### src/rtl/scs8hd_bist_pkg.sv
`default_nettype none
// ============================================================================
// Module   : scs8hd_bist_pkg
// Purpose  : Shared definitions for the a221o cell BIST controller:
//            controller state encoding, vector sizing, MISR polynomial and
//            seed, and the golden a221o function X = (A1&A2)|(B1&B2)|C1.
// Ports    : none (package)
// Revision : 1.0  initial release
// ============================================================================
package scs8hd_bist_pkg;

  typedef enum logic [1:0] {
    ST_IDLE = 2'd0,
    ST_RUN  = 2'd1,
    ST_DONE = 2'd2
  } bist_state_e;

  localparam int VEC_W     = 5;
  localparam int VEC_COUNT = 32;

  // x^16 + x^14 + x^13 + x^11 + 1 : taps at bits 14, 13, 11 and 0.
  localparam logic [15:0] MISR_POLY = 16'h6801;
  localparam logic [15:0] MISR_SEED = 16'hFFFF;

  // Vector bit order is {C1,B2,B1,A2,A1}.
  function automatic logic a221o_golden(input logic [VEC_W-1:0] vec);
    return (vec[0] & vec[1]) | (vec[2] & vec[3]) | vec[4];
  endfunction

endpackage : scs8hd_bist_pkg
`default_nettype wire

### src/rtl/scs8hd_bist_misr.sv
`default_nettype none
// ============================================================================
// Module   : scs8hd_bist_misr
// Purpose  : 16-bit single-input signature register (Galois form, shifting
//            toward the MSB) compacting the sampled X stream.
// Ports    : clk       - rising-edge clock
//            rst_n     - asynchronous active-low reset (register -> seed)
//            load      - reseed the register
//            shift     - fold din into the signature
//            din       - serial input bit
//            signature - current register contents
// Revision : 1.0  initial release
// ============================================================================
module scs8hd_bist_misr
  import scs8hd_bist_pkg::*;
(
  input  logic        clk,
  input  logic        rst_n,
  input  logic        load,
  input  logic        shift,
  input  logic        din,
  output logic [15:0] signature
);

  logic feedback;

  // The incoming bit is combined with the bit leaving the top of the register.
  assign feedback = signature[15] ^ din;

  always_ff @(posedge clk or negedge rst_n) begin
    if (!rst_n) begin
      signature <= MISR_SEED;
    end else if (load) begin
      signature <= MISR_SEED;
    end else if (shift) begin
      signature <= {signature[14:0], 1'b0} ^ ({16{feedback}} & MISR_POLY);
    end
  end

endmodule : scs8hd_bist_misr
`default_nettype wire

### src/rtl/scs8hd_a221o_bist.sv
`default_nettype none
// ============================================================================
// Module   : scs8hd_a221o_bist
// Purpose  : Built-in self-test controller for an a221o cell. Walks all 32
//            input vectors onto the cell, samples X at the end of each
//            settle window, compares with the golden function and reports a
//            saturating mismatch count plus pass/fail.
// Macro    : SC_BIST_MISR_EN - adds a 16-bit MISR and the SIGNATURE port.
// Params   : SETTLE_CYCLES (0..15) extra hold cycles per vector
//            FAIL_W        width of FAIL_COUNT
// Ports    : CLK, RESET_B (async active-low), START, X (cell output)
//            A1, A2, B1, B2, C1 - stimulus to the cell
//            BUSY, DONE, PASS, FAIL_COUNT, SIGNATURE (macro only)
// Revision : 1.0  initial release
// ============================================================================
module scs8hd_a221o_bist
  import scs8hd_bist_pkg::*;
#(
  parameter int SETTLE_CYCLES = 1,
  parameter int FAIL_W        = 6
) (
  input  logic              CLK,
  input  logic              RESET_B,
  input  logic              START,
  input  logic              X,
  output logic              A1,
  output logic              A2,
  output logic              B1,
  output logic              B2,
  output logic              C1,
  output logic              BUSY,
  output logic              DONE,
  output logic              PASS,
  output logic [FAIL_W-1:0] FAIL_COUNT
`ifdef SC_BIST_MISR_EN
  ,
  output logic [15:0]       SIGNATURE
`endif
);

  bist_state_e        state;
  logic [VEC_W-1:0]   vec;
  logic [3:0]         settle;
  logic [VEC_W-1:0]   stim;

  logic               accept;
  logic               sample_now;
  logic               mismatch;
  logic [FAIL_W-1:0]  fail_next;

  // START is only honoured outside a run; a held START cannot retrigger RUN.
  assign accept     = START && (state != ST_RUN);
  // Last edge of the current vector's hold window.
  assign sample_now = (state == ST_RUN) && (settle == 4'(SETTLE_CYCLES));
  assign mismatch   = sample_now && (X != a221o_golden(vec));

  // Saturating increment: stops at all-ones.
  always_comb begin
    fail_next = FAIL_COUNT;
    if (mismatch && (FAIL_COUNT != {FAIL_W{1'b1}})) begin
      fail_next = FAIL_COUNT + FAIL_W'(1);
    end
  end

  assign {C1, B2, B1, A2, A1} = stim;

  always_ff @(posedge CLK or negedge RESET_B) begin
    if (!RESET_B) begin
      state      <= ST_IDLE;
      vec        <= '0;
      settle     <= '0;
      stim       <= '0;
      BUSY       <= 1'b0;
      DONE       <= 1'b0;
      PASS       <= 1'b0;
      FAIL_COUNT <= '0;
    end else begin
      case (state)
        ST_IDLE, ST_DONE: begin
          if (accept) begin
            state      <= ST_RUN;
            vec        <= '0;
            settle     <= '0;
            stim       <= '0;
            BUSY       <= 1'b1;
            DONE       <= 1'b0;
            PASS       <= 1'b0;
            FAIL_COUNT <= '0;
          end
        end
        ST_RUN: begin
          FAIL_COUNT <= fail_next;
          if (sample_now) begin
            settle <= '0;
            if (vec == VEC_W'(VEC_COUNT - 1)) begin
              state <= ST_DONE;
              vec   <= '0;
              stim  <= '0;
              BUSY  <= 1'b0;
              DONE  <= 1'b1;
              // Uses the count including this final comparison.
              PASS  <= (fail_next == '0);
            end else begin
              vec  <= vec + VEC_W'(1);
              stim <= vec + VEC_W'(1);
            end
          end else begin
            settle <= settle + 4'd1;
          end
        end
        default: begin
          state <= ST_IDLE;
        end
      endcase
    end
  end

`ifdef SC_BIST_MISR_EN
  scs8hd_bist_misr u_misr (
    .clk       (CLK),
    .rst_n     (RESET_B),
    .load      (accept),
    .shift     (sample_now),
    .din       (X),
    .signature (SIGNATURE)
  );
`endif

endmodule : scs8hd_a221o_bist
`default_nettype wire

### config.mk
export PLATFORM = sky130hd
export DESIGN_NAME = scs8hd_a221o_bist
export DESIGN_NICKNAME = d
export VERILOG_FILES = /design/src/rtl/scs8hd_bist_pkg.sv /design/src/rtl/scs8hd_bist_misr.sv /design/src/rtl/scs8hd_a221o_bist.sv
export SDC_FILE = /design/constraint.sdc
export NUM_CORES = 1
export LEC_CHECK = 0
export BUFFER_PORTS_ARGS = -buffer_cell sky130_fd_sc_hd__buf_2
export CAP_MARGIN = 40
export CORE_UTILIZATION = 54
export DETAILED_ROUTE_END_ITERATION = 10
export PLACE_DENSITY = 0.86
export RECOVER_POWER = 100
export SYNTH_ARGS = -nofsm -noshare
export SYNTH_HDL_FRONTEND = slang
export SYNTH_HIERARCHICAL = 1
export SYNTH_SLANG_ARGS = --single-unit
### constraint.sdc
create_clock -name CLK -period 2.6 [get_ports CLK]
set_clock_uncertainty 0.2 [all_clocks]
set_input_delay 0 -clock CLK [delete_from_list [all_inputs] [get_ports CLK]]
set_output_delay 0 -clock CLK [all_outputs]
set_load 0.02 [all_outputs]
==> results.toml <==
[run_status]
status = "completed"

[layout]
final_common_cell = "dfrtp_1"
antenna_cells = 0
postLayoutCoreUtil = 0.6921
drive_above_1_share = 0.1295
final_cell_count_no_fill = 164
final_nets = 149
final_cell_mix = "dfrtp_1, nand2_1, clkbuf_1"
areaGrowthSynthToFinish_pct = 14.04

[placement]
portBuffers = 17
placed_cells = 156
dpl.hpwl_um = 1618
place_congestion = 0.9489
dp_worst_setup_slack_ns = 0.2752

[route]
firstDrtPassIters = 4
drt-met1-wl_um = 1055
drt-total-wl_um = 2197
final_antenna_net_count = 0
drt_iter0_drc = 17
wl_met2_um = 962
wl_per_cell_um = 13.40
route.top_layer_used = "met4"
vias_per_cell = 5.671
wl_met3_um = 109
vias = 930
drc = 0

[sta]
final.setup.tns_ns = 0
timing.fmax_mhz = 418.9
drv_slew = 0
tightest_slew_ns = 0.6237
rsz0062_at_grt = "no"
setup_viol = 0
hold_viol = 0
relSlewSlack = 0.5842
post-route-period-util = 0.9181
timing.final.ws_setup_ns = 0.2130
min_period_ns = 2.387

[cts]
cts_buffers = 3
clockBufferDepth = 2
cts_tree = "yes"
clk_pin_slew_ns = 0.11
clk_latency_ns = 0.30
h-tree-depth = 1
cts_sinks = 20
clockRootBuffer = "clkbuf_4"

[min_path]
min_path_type = "in2reg"
worstHoldPathCells = 5
min_from = "X"

[logic_synthesis]
seq_area_frac_synth = 0.4530
ys_ff_latch = 20
syn_area_um2 = 1105
yosys_warnings = 6
synth-compound-area-share = 0.1166
synth_cells = 115
synth_xor_area_frac = 0.04757
synthAdderAreaFrac = 0.05663
syn_avg_cell_area_um2 = 9.607
syn_nets = 124
synth_mux_area_frac = 0.02718
synthSimpleGateAreaFrac = 0.2752
synth_cell_types = 33
synth_top_family_by_area = "simple AND/OR/NAND/NOR gates"

[pwr]
p_leak_nw = 0.5665
peakVddDrop_v = 0.0006729
p_total_w = 0.001168
power_density_nw_per_um2 = 927.4

[die]
core_um2 = 1821
die_area_um2 = 2231
die_w_um = 47.23
rows = 15
die-height_um = 47.23
ios = 18
start_util = 0.6069

[setup_path]
crit_path_start = "settle[1]$_DFFE_PN0P_"
required_ns = 2.63
cp_max_fo = 11
r2r_slack_ns = 0.21
path_class = "reg2reg"
ff2ff_path_depth = 8
end_kind = "flip-flop"
crit_arrival_ns = 2.41
start_kind = "flip-flop"
timing.rr.start = "settle[1]$_DFFE_PN0P_"

[global_routing]
grt_antenna_before_repair = 0
grt-ovfl-total = 0
grt_start_max_net_pins = 21
grt_pass1_wl_um = 3643
grt_usage = 0.2384
grt_pass1_vias = 868

[flow_run]
cap_violations = 0
## per-stage QoR
stage               hold WS [ns]  area, um2
floorplan                -0.4956       1105
global placement         -0.2331       1210
detailed placement       -0.2315       1210
CTS                       0.1039       1276
global route              0.1406       1260
finish                    0.1123       1260
## repair_timing
action,4_1_cts,5_1_grt
gates resized for setup,0,0
hold endpoints to repair,22,0
hold buffers,3,0
setup buffers,0,0
## cell usage after synthesis
cell	instances	area share
o31ai_1	3	0.020
a211oi_2	1	0.011
o31ai_2	1	0.011
mux2i_1	3	0.027
ha_1	5	0.057
nor3b_1	1	0.0068
xnor2_1	2	0.016
and3b_4	1	0.011
buf_4	1	0.0068
and3_2	2	0.014
dfrtp_1	20	0.45
and2b_4	1	0.0091
inv_1	2	0.0068
a21oi_1	2	0.0091
nor2_1	8	0.027
nand4_1	3	0.017
nor2b_1	1	0.0057
nand4b_1	1	0.0079
nor3_1	3	0.014
and3_1	2	0.011
a31oi_1	2	0.011
o21ai_0	8	0.036
and2_2	1	0.0068
nand2_1	19	0.065
and2_4	1	0.0079
nand2b_1	3	0.017
nand3_1	9	0.041
and4_2	1	0.0091
buf_6	1	0.010
o21a_1	1	0.0068
or2_2	1	0.0057
a41o_2	1	0.010
xor2_1	4	0.032
## area by class of cell
type / count / area [um2]
Sequential cell: 20 / 500.5
Inverter: 2 / 7.507
Timing Repair Buffer: 22 / 108.9
Fill cell: 157 / 560.5
Multi-Input combinational cell: 91 / 575.6
Tap cell: 25 / 31.28
Clock buffer: 4 / 36.28
## state kept, by name (all words and copies together), names as in the netlist
signal      flops
settle          4
DONE            1
state           2
FAIL_COUNT      6
PASS            1
stim            5
BUSY            1
## cells by family (layout without fill, tap and decap cells)
| kind of cell | after synthesis | in the layout |
|---|---|---|
| DFF | 20 | 20 |
| xor gates and xnor gates | 6 | 6 |
| muxes | 3 | 3 |
| buffers and inverters | 4 | 28 |
| adders and majority gates | 5 | 5 |
| AOI/OAI and AO/OA | 19 | 19 |
| and+or+nand+nor | 58 | 58 |
## critical path, cell delays in order (launching register included)
cell and delay [ns]:
dfrtp_1 0.43, inv_1 0.07, ha_1 0.14, nor3b_1 0.43, and2_2 0.33, and2_4 0.20, a41o_2 0.21, nand4b_1 0.12
o31ai_2 0.19
## final timing paths
| path | to |
|---|---|
| worst min register to register | DONE$_DFFE_PN0P_ |
| worst max-delay path | PASS$_DFFE_PN0P_ |
| worst max register to register | PASS$_DFFE_PN0P_ |
| max in group asynchronous | settle[1]$_DFFE_PN0P_ |
| worst min-delay path | FAIL_COUNT[4]$_DFFE_PN0P_ |
| min in group asynchronous | FAIL_COUNT[5]$_DFFE_PN0P_ |
## routing by layer
layer	track usage	vias up
met5	0	-
met4	0.1143	0
met3	0.05000	9
met2	0.3890	29
met1	0.2995	435
li1	-	457
## power breakdown
| part | internal, W | switching, W |
|---|---|---|
| logic | 0.000191 | 0.000298 |
| clock network | 0.0000855 | 0.0000928 |
| registers | 0.000399 | 0.000103 |
(Power assumes the default switching activity.)
